$ cat src/rtl/lsu_trigger_commit.sv
// LSU trigger commit: carries dc3 trigger matches through dc4/dc5, applies chaining and flushes,
// and resolves committed hits into debug requests or breakpoint exceptions with sticky status and a hit counter.
module lsu_trigger_commit #(
    parameter int NTRIG = 4,
    parameter int CNT_W = 8
) (
    input  logic               clk,
    input  logic               rst,
    input  logic               lsu_pkt_valid_dc3,
    input  logic [NTRIG-1:0]   trig_match_dc3,
    input  logic               stall_dc3,
    input  logic               flush_dc4,
    input  logic               flush_dc5,
    input  logic [NTRIG/2-1:0] trig_chain,
    input  logic [NTRIG-1:0]   trig_action,
    input  logic [NTRIG-1:0]   mhit_clr,
    input  logic               cnt_clr,
    output logic [NTRIG-1:0]   trig_match_dc4,
    output logic [NTRIG-1:0]   trig_hit_dc5,
    output logic               trig_debug_req,
    output logic               trig_bkpt_exc,
    output logic [NTRIG-1:0]   trig_mhit,
    output logic [CNT_W-1:0]   trig_hit_cnt
);

    localparam int NPAIR = NTRIG / 2;

    function automatic logic [CNT_W-1:0] sat_inc(input logic [CNT_W-1:0] v);
        return (&v) ? v : v + 1'b1;
    endfunction

    logic [NTRIG-1:0] m4_p0;
    logic [NTRIG-1:0] chained_p0;
    logic [NTRIG-1:0] h5_p1;
    logic             counted_p1;
    logic [NTRIG-1:0] hit_rec_p1;
    logic             cnt_inc_p1;

    // dc4: pair chaining requires both triggers of a pair to match together
    always_comb begin
        chained_p0 = m4_p0;
        for (int k = 0; k < NPAIR; k++) begin
            if (trig_chain[k]) begin
                chained_p0[2*k]   = m4_p0[2*k] & m4_p0[2*k+1];
                chained_p0[2*k+1] = m4_p0[2*k] & m4_p0[2*k+1];
            end
        end
    end

    assign trig_match_dc4 = chained_p0 & ~{NTRIG{flush_dc4}};

    // dc5: a stalled entry re-presents, but only its first presentation is recorded
    assign trig_hit_dc5   = h5_p1 & ~{NTRIG{flush_dc5}};
    assign trig_debug_req = |(trig_hit_dc5 & trig_action);
    assign trig_bkpt_exc  = (|(trig_hit_dc5 & ~trig_action)) & ~trig_debug_req;
    assign hit_rec_p1     = trig_hit_dc5 & {NTRIG{~counted_p1}};
    assign cnt_inc_p1     = |hit_rec_p1;

    always_ff @(posedge clk) begin
        if (rst) begin
            m4_p0        <= '0;
            h5_p1        <= '0;
            counted_p1   <= 1'b0;
            trig_mhit    <= '0;
            trig_hit_cnt <= '0;
        end else begin
            if (!stall_dc3) begin
                m4_p0      <= trig_match_dc3 & {NTRIG{lsu_pkt_valid_dc3}};
                h5_p1      <= trig_match_dc4;
                counted_p1 <= 1'b0;
            end else begin
                if (flush_dc4)
                    m4_p0 <= '0;
                if (flush_dc5) begin
                    h5_p1      <= '0;
                    counted_p1 <= 1'b0;
                end else begin
                    counted_p1 <= 1'b1;
                end
            end
            trig_mhit <= (trig_mhit & ~mhit_clr) | hit_rec_p1;
            if (cnt_inc_p1)
                trig_hit_cnt <= cnt_clr ? CNT_W'(1) : sat_inc(trig_hit_cnt);
            else if (cnt_clr)
                trig_hit_cnt <= '0;
        end
    end

endmodule

$ cat config.mk
export PLATFORM = sky130hd
export DESIGN_NAME = lsu_trigger_commit
export DESIGN_NICKNAME = d
export VERILOG_FILES = /design/src/rtl/lsu_trigger_commit.sv
export SDC_FILE = /design/constraint.sdc
export NUM_CORES = 1
export LEC_CHECK = 0
export CAP_MARGIN = 40
export CELL_PAD_IN_SITES_DETAIL_PLACEMENT = 0
export CELL_PAD_IN_SITES_GLOBAL_PLACEMENT = 2
export CORE_MARGIN = 2
export CORE_UTILIZATION = 25
export CTS_CLUSTER_DIAMETER = 80
export CTS_CLUSTER_SIZE = 30
export DETAILED_ROUTE_END_ITERATION = 8
export PLACE_DENSITY = 0.89
export SETUP_SLACK_MARGIN = 0.4
export SYNTH_ARGS = -nofsm -noshare
export SYNTH_HDL_FRONTEND = slang
export SYNTH_SLANG_ARGS = --single-unit
$ cat constraint.sdc
create_clock -name clk -period 3.05 [get_ports clk]
set_input_delay 0.61 -clock clk [delete_from_list [all_inputs] [get_ports clk]]
set_output_delay 0.61 -clock clk [all_outputs]
set_load 0.05 [all_outputs]
**Yosys cells after proc, flatten, opt, wreduce, memory -nomap -nowiden**

Index checks and enable logic that the tools add are counted.

- Add/subtract/negate cells: 1
- $mul: 0
- Div/mod/pow operators: 0
- Equality and inequality tests: 3
- Bitwise logic cells: 18
- Mux-type cells: 11
- Reduce and logical (&&, ||, !) cells: 7
- Magnitude comparators: 0
- Shift operators: 0

Operator list:

| operator | count |
|---|---|
| $mux 8 | 4 |
| $and 4x4->4 | 7 |
| $mux 4 | 4 |
| $not 4->4 | 4 |
| $reduce_or 4->1 | 3 |
| $add 8x1->8 const B | 1 |
| $reduce_and 8->1 | 1 |
| $mux 2 | 2 |
| $ne 2x1->1 const B | 2 |
| $or 4x4->4 | 1 |
| $and 1x1->1 | 3 |
| $not 1->1 | 3 |
| $ne 2x2->1 const B | 1 |
| $reduce_and 2->1 | 1 |
| $reduce_bool 2->1 | 1 |
| $reduce_or 2->1 | 1 |
| $mux 1 | 1 |

- Register bits: 21
- Bits in read-only memories: 0
- Memories kept: 0
- Bits in writable memories: 0
- Input port bits: 21
- Latch bits: 0

**Depth between registers and ports, before layout**

Gate-level depths: netlist (run 1).

- Depth after elaboration: 6
- Depth in mapped cells: 6
- Mapped depth without buffers: 5

**Worst setup path after synthesis (run 1)**

No wires, ideal clock.

- Path kind: input-to-output
- Start: in trig_action[0]
- End: out trig_bkpt_exc
- Arrival: 1.994 ns
- Slack: 0.446 ns
- Stages on the path: 3
- Buffers on the path: 0
- Cell sequence: a22oi_1 > a21oi_1 > nor2_1

- Longest elaborated chain between the ends: 4
- Elaborated cells between the ends (all ways): 7
- Classes of those cells: bitwise (5); reduce/logical (2)

RTL lines:

| element | line | RTL |
|---|---|---|
| start: declaration | 15 | `input logic [NTRIG-1:0] trig_action,` |
| $and 4x4->4 | 54 | `assign trig_debug_req = \|(trig_hit_dc5 & trig_action);` |
| $reduce_or 4->1 | 54 |  |
| net trig_debug_req | 20 | `output logic trig_debug_req,` |
| $not 1->1 | 55 | `assign trig_bkpt_exc = (\|(trig_hit_dc5 & ~trig_action)) & ~trig_debug_req;` |
| $and 1x1->1 | 55 |  |
| end: declaration | 21 | `output logic trig_bkpt_exc,` |

The timed path passes the listed nets, and every way through them passes these cells.

**Final worst setup path (run 1)**

- Start: in flush_dc5
- End: out trig_bkpt_exc

- Longest elaborated chain between the ends: 6
- Elaborated cells between the ends (all ways): 8
- Classes of those cells: bitwise (6); reduce/logical (2)

RTL lines:

| element | line | RTL |
|---|---|---|
| start: declaration | 13 | `input logic flush_dc5,` |
| $not 4->4 (*) | 53 | `assign trig_hit_dc5 = h5_p1 & ~{NTRIG{flush_dc5}};` |
| $and 4x4->4 (*) | 53 |  |
| $and 4x4->4 | 54 |  |
| $reduce_or 4->1 | 54 |  |
| $not 1->1 | 55 |  |
| $and 1x1->1 (*) | 55 |  |

Every way passes the cells marked *; elsewhere a longest branch is shown, timed or not.

==> key figures, run 1 <==
Status
  – Outcome: finished, final reports clean

Worst setup path
  – CP bufs+invs: 2
  – Critical path arrival: 1.79 ns
  – Crit path capture type: output port
  – Reg2reg setup slack: between 1 and 1.5 ns
  – Worst EP required: 2.44 ns
  – Worst-path fanout max: 7
  – CP delay by family, top: buffers and inverters
  – Slowest CP cell: dlygate4sd2_1
  – Worst setup path class: input port to output port
  – CP Cell Sequence: dlygate4sd2_1 > and2b_2 > a22o_1 > a211oi_1 > nor2_1 > buf_4
  – CP max stage delay: 0.30 ns
  – Crit start category: input port

Clock network
  – CTS tree: done
  – CTS Buffer Depth: 2
  – CTS clk-pin slew, worst paths: 0.08 ns
  – Root buf cell: clkbuf_8
  – H-tree depth reported by CTS: 1
  – Clk sink count: 21
  – CTS buffer count: 3
  – Worst skew pair latency: 0.25 ns
  – Setup Fix Bufs, Post-CTS: 0
  – Hold Buf Count CTS: 0

Drt
  – 1st-iter DRT viols: 28
  – DR WL/cell: 12.8 microns
  – Drt drc: 0
  – Final wirelength: 2780 microns
  – Via count: 1078
  – Via-per-instance ratio: 4.97
  – Routed Antenna Nets: 0
  – Drt pass-1 iters: 4

Final layout
  – Diodes inserted: 0
  – Final net count: 190
  – Area growth syn-to-layout: 45.8%
  – Fraction of layout cells with a size suffix above 1: 0.126
  – Final-layout fill cell count: 427

GRT
  – Total congestion overflow: 0
  – First-pass GRT wire length: a little under 5000 microns
  – Initial antenna violation count: 0
  – Number of global-route vias before repair: between 1000 and 1500
  – GRT Total Usage: 0.137
  – Largest net degree at the start of global routing: 18

STA
  – FMAX: 417 MHz
  – Max Transition Viols Final: 0
  – Setup TNS: 0 ns
  – Unrepaired setup endpoints after global routing: no
  – Fin. Hold Viols: 0
  – Final min period: about 2.4 ns
  – Worst-Margin Slew: 0.502 ns
  – Post-route clock period utilization: 0.786
  – # setup viols final: 0
  – Relative slew slack: 0.664
  – Layout Skew: 0.00126 ns

Placement
  – Gpl congestion: 0.888
  – Post-detail-place hpwl: 2190 microns
  – Buffers on Ports: between 40 and 50

Pwr
  – PwrDens: 337 nW/um^2
  – Max IR drop VDD: 127 uV
  – Leakage power: 0.576 nW
  – Total power: roughly 0.52 mW

Synthesis
  – EDFF count, synth: 0
  – Async set-reset flop share out of synthesis: 0
  – Flop and latch count out of synthesis: 21
  – Seq/Total Area, Yosys: 0.399
  – Syn Nets: 147
  – Commonest register cell after synthesis: dfxtp_1
  – Distinct cells, synth: 34
  – Avg Cell Area, Syn: 8.44 sq um
  – Synthesized area: between 1000 and 1500 sq um
  – Cells after Synth: 125
  – Yosys warnings: 0

Floorplan
  – Initial core utilization: 0.262
  – Die H: 69.0 microns
  – Die extent in x: 69.0 microns
  – DIE AREA: 4750 sq um
  – Core ar.: 4030 sq um
  – I/O Pins: 43
  – Row cnt: 23

Flow run
  – # Max-Cap Violations: 0

Hold path
  – Worst Hold Class: register to register
==> repair_timing <==
item,CTS,global route
resized for setup,1,0
setup endpoints to repair,1,0
endpoints found under the hold margin,0,0
==> cells in the mapped netlist (4+ instances only) <==
cell type,count,area [sq um]
dfxtp_1,21,420
nor2_1,17,63.8
a21oi_1,12,60.1
nand3_1,7,35.0
inv_1,6,22.5
mux2i_1,5,50.1
nor2b_1,5,31.3
and3_1,4,25.0
clkbuf_1,4,15.0
nand2b_1,4,25.0
==> logic make-up (layout without fill, tap and decap cells) <==
group                      count (synthesis)  count (layout)  share of synthesized area
AOI/OAI and AO/OA                         27              27                      0.172
DFF                                       21              21                      0.399
and+or+nand+nor                           59              59                      0.320
muxes                                      5               5                     0.0475
adders and majority gates                  1               1                     0.0119
buffers and inverters                     12              54                     0.0498
==> flip-flops by register name, indices dropped and copies added (netlist names) <==
name	flops
trig_mhit	4
counted_p1	1
h5_p1	4
m4_p0	4
trig_hit_cnt	8
==> area by class of cell <==
cell class	count	area [sq um]	share of cell area
inverters	7	26.3	0.0171
clock buffers	4	45.0	0.0293
well taps	50	62.6	0.0407
flip-flops and latches	21	420	0.273
repair buffers	43	402	0.261
multi-input cells	92	582	0.378
==> routing by layer <==
layer / up-vias / global-route usage / routed length, microns
met3: 2 / 0.0390 / 179
met1: 504 / 0.155 / 1240
met5: - / 0 / 0
met2: 38 / 0.248 / 1350
li1: 534 / - / -
met4: 0 / 0.0417 / 8
==> cells in the final DEF, fill, tap and decap left out, types with 2 or more instances in the layout <==
master / count
nand4_1: 2
clkbuf_8: 3
or2_1: 3
and2b_4: 3
nor2_1: 17
nor2b_1: 5
clkdlybuf4s50_1: 31
o31ai_1: 3
a32oi_1: 3
nand2b_1: 4
buf_4: 11
inv_1: 6
or4_1: 3
a22oi_1: 2
nor4_1: 2
dfxtp_1: 21
nand2_1: 3
a21oi_1: 12
nand3_1: 7
a211oi_1: 2
and3_1: 4
mux2i_1: 5
==> stage by stage <==
| step | instance area [sq um] | worst slack, ns | cells | utilization | hold slack (ns) |
|---|---|---|---|---|---|
| 6_report | 1540 | 0.653 | 217 | 0.382 | 0.486 |
| 5_1_grt | 1540 | 0.532 | 217 | 0.382 | 0.514 |
| 3_3_place_gp | 1490 | 0.382 | 213 | 0.371 | 0.465 |
| 3_5_place_dp | 1490 | 0.383 | 213 | 0.371 | 0.476 |
| 4_1_cts | 1540 | 0.647 | 217 | 0.382 | 0.488 |
| 2_1_floorplan | 1050 | 0.446 | 125 | - | 0.447 |
==> final timing paths <==
kind	endpoint	depth (start not counted)	start
hold / removal	m4_p0[0]	2	m4_p0[0]
setup / recovery	trig_bkpt_exc	6	flush_dc5
setup reg to reg	trig_hit_cnt[4]	4	counted_p1
hold reg to reg	m4_p0[0]	2	m4_p0[0]
==> worst min-delay path: cells and delay by family (launching register included) <==
family | cells | cell delay, ns
flip-flops | 1 | 0.32
AND/OR/NAND/NOR | 1 | 0.06
AO/OA/AOI/OAI | 1 | 0.05
==> power breakdown <==
| group | internal [mW] | switching [mW] |
|---|---|---|
| logic | 0.0331 | 0.0254 |
| registers | 0.277 | 0.00179 |
| clock network | 0.0929 | 0.0878 |
Power figures use the tool's default switching activity.
==> run 2, diff against run 1 <==
- CORE_UTILIZATION: 25 -> 23
- PLACE_DENSITY: 0.89 -> 0.83
- clock period: 3.05 -> 2.37 ns (I/O delays scaled with it)
==> key figures, run 2 (same netlist as run 1, synthesis figures left out) <==
Status
  – Outcome: finished, final reports clean

Floorplan
  – Die H: 71.7 microns (+4.0%)
  – Initial core utilization: 0.241 (-0.0212)
  – Die extent in x: 71.7 microns (+4.0%)
  – Core ar.: 4380 sq um (+8.8%)
  – Row cnt: 24 (+4.3%)
  – I/O Pins: 43 (unchanged)
  – DIE AREA: 5140 sq um (+8.2%)

Clock network
  – Root buf cell: clkbuf_8
  – CTS buffer count: 3 (unchanged)
  – Hold Buf Count CTS: 0 (unchanged)
  – Clk sink count: 21 (unchanged)
  – CTS clk-pin slew, worst paths: 0.08 ns (about the same)
  – Worst skew pair latency: 0.26 ns (about the same)
  – H-tree depth reported by CTS: 1 (unchanged)
  – CTS tree: done
  – CTS Buffer Depth: 2 (unchanged)

Final layout
  – Register name with the most flops: trig_hit_cnt
  – Final net count: 201 (+5.8%)
  – Core Util, Final: 0.405 (+0.0233)
  – Final Non-Filler Cells: 230 (+6.0%)
  – Final instance area: 1780 sq um (+15%)
  – Area growth syn-to-layout: 68.3%
  – Commonest cells after routing, fill and taps aside: dfxtp_1, clkdlybuf4s50_1, nor2_1
  – Fraction of layout cells with a size suffix above 1: 0.230 (+0.105)
  – Final-layout fill cell count: 421 (-1.4%)
  – Number of flip-flops in the largest register: 8 (unchanged)
  – Diodes inserted: 0 (unchanged)

Worst setup path
  – CP delay by family, top: buffers and inverters
  – Worst EP required: 1.90 ns (-0.54 ns)
  – Critical path arrival: 1.48 ns (-0.31 ns)
  – Worst setup path class: input port to output port
  – Reg2Reg Depth: 6 (+2)
  – Slowest CP cell: a22o_1
  – CP max stage delay: 0.25 ns (-0.05 ns)
  – Crit path capture type: output port
  – Crit Reg-Reg Endpoint: trig_hit_cnt[6]
  – Reg2reg start: h5_p1[0]
  – Reg2reg setup slack: 0.66 ns (-0.68 ns)
  – CP bufs+invs: 4 (+2)
  – CP Cell Sequence: dlygate4sd2_1 > inv_1 > a22o_1 > a211oi_2 > buf_4 > nor2_4 > buf_6
  – Crit start category: input port
  – Worst-path fanout max: 2 (-5)

STA
  – Relative slew slack: 0.653 (-0.0113)
  – Fin. Hold Viols: 0 (unchanged)
  – Post-route clock period utilization: 0.822
  – Final min period: 1.95 ns
  – WHS: 0.505 ns (+0.0187 ns)
  – FMAX: 513 MHz
  – Unrepaired setup endpoints after global routing: yes
  – Max Transition Viols Final: 0 (unchanged)
  – Worst-Margin Slew: 0.520 ns (+0.0176 ns)
  – # setup viols final: 0 (unchanged)
  – Layout Skew: 0.00484 ns (+0.00358 ns)

Pwr
  – Reg power frac: 0.528 (-0.010)
  – Leakage power: 0.759 nW (+32%)
  – Clock network power share: 0.350 (about the same)
  – Switching Fraction: 0.233 (+0.0103)
  – Switching Power: 0.157 mW (+37%)
  – PwrDens: 381 nW/um^2 (+13%)
  – Combinational power share: 0.123 (+0.010)
  – Max IR drop VDD: 274 uV (+120%)
  – Internal power: 0.519 mW (+29%)
  – Total power: 0.677 mW (+31%)

Hold path
  – Hold Crit Depth: 2 (unchanged)
  – Hold Path Origin: trig_hit_cnt[5]
  – Worst Hold Class: register to register
  – Hold endpoint: trig_hit_cnt[5]

Placement
  – Buffers on Ports: 42 (unchanged)
  – Gpl congestion: 0.849 (-4.4%)
  – Post-detail-place hpwl: 2380 microns (+8.4%)
  – Placed cell area: 1680 sq um (+12%)
  – Dpl cells: 223 (+4.7%)

Drt
  – Drt drc: 0 (unchanged)
  – Via-per-instance ratio: 4.87 (-2.1%)
  – DR WL/cell: 13.4 microns (+4.2%)
  – Drt pass-1 iters: 4 (unchanged)
  – Via count: 1119 (+3.8%)
  – 1st-iter DRT viols: 40 (+43%)
  – Routed Antenna Nets: 0 (unchanged)
  – Final wirelength: 3080 microns (+10%)

GRT
  – Total congestion overflow: 0 (unchanged)
  – Number of global-route vias before repair: 1201 (+6.0%)
  – First-pass GRT wire length: 5420 microns (+10%)
  – Initial antenna violation count: 0 (unchanged)
  – Largest net degree at the start of global routing: 14 (-4)
  – GRT Total Usage: 0.132 (-0.00482)

Flow run
  – # Max-Cap Violations: 0 (unchanged)
==> run 2: worst min-delay path: stages, from the launching register on <==
cell and delay, ns:
dfxtp_1 0.33, o41ai_1 0.06, a21oi_1 0.06
==> run 2: metrics by stage <==
step                      setup TNS (ns)  setup slack, ns
after global placement           -0.0216          -0.0216
after CTS                              0            0.348
after floorplan                        0            0.456
after detailed placement         -0.0521          -0.0521
after global routing                   0            0.366
final                                  0            0.421
==> run 2: what timing repair did <==
action,in CTS,in global routing
endpoints found under the setup margin,13,5
buffers inserted,0,3
pin swaps,4,1
endpoints found under the hold margin,0,0
gates resized for setup,16,8
==> run 2: metal layers <==
layer / part of all wire / vias to the layer above / global-route usage
li1: - / 559 / -
met1: 0.44 / 512 / 0.156
met2: 0.47 / 42 / 0.228
met3: 0.069 / 6 / 0.0422
met4: 0.013 / 0 / 0.0398
met5: 0 / - / 0
==> run 2: worst max-delay path by stage <==
stage,start,to,slack [ns],cells after the start
6_report,trig_action[0],trig_bkpt_exc,0.42,7
5_1_grt,h5_p1[0],trig_bkpt_exc,0.37,6
4_1_cts,h5_p1[3],trig_bkpt_exc,0.35,6
3_5_place_dp,flush_dc5,trig_bkpt_exc,-0.05,7
3_3_place_gp,flush_dc5,trig_bkpt_exc,-0.02,7
2_1_floorplan,flush_dc5,trig_bkpt_exc,0.46,4
==> run 2: cell type report <==
type                            count  area (sq um)  area share
Clock inverter                      1          5.00     0.00282
Sequential cell                    21           425       0.240
Clock buffer                        3          41.3      0.0233
Tap cell                           52          65.1      0.0366
Multi-Input combinational cell     92           616       0.347
Timing Repair Buffer               54           597       0.336
Inverter                            7          26.3      0.0148
==> run 2: power by group through the flow <==
stage | clock network (mW) | registers [mW] | logic (mW)
3_5_place_dp | 0 | 0.367 | 0.0840
4_1_cts | 0.247 | 0.358 | 0.0833
5_1_grt | 0.263 | 0.358 | 0.0900
3_3_place_gp | 0 | 0.366 | 0.0822
2_1_floorplan | 0 | 0.367 | 0.0316
6_report | 0.236 | 0.357 | 0.0830
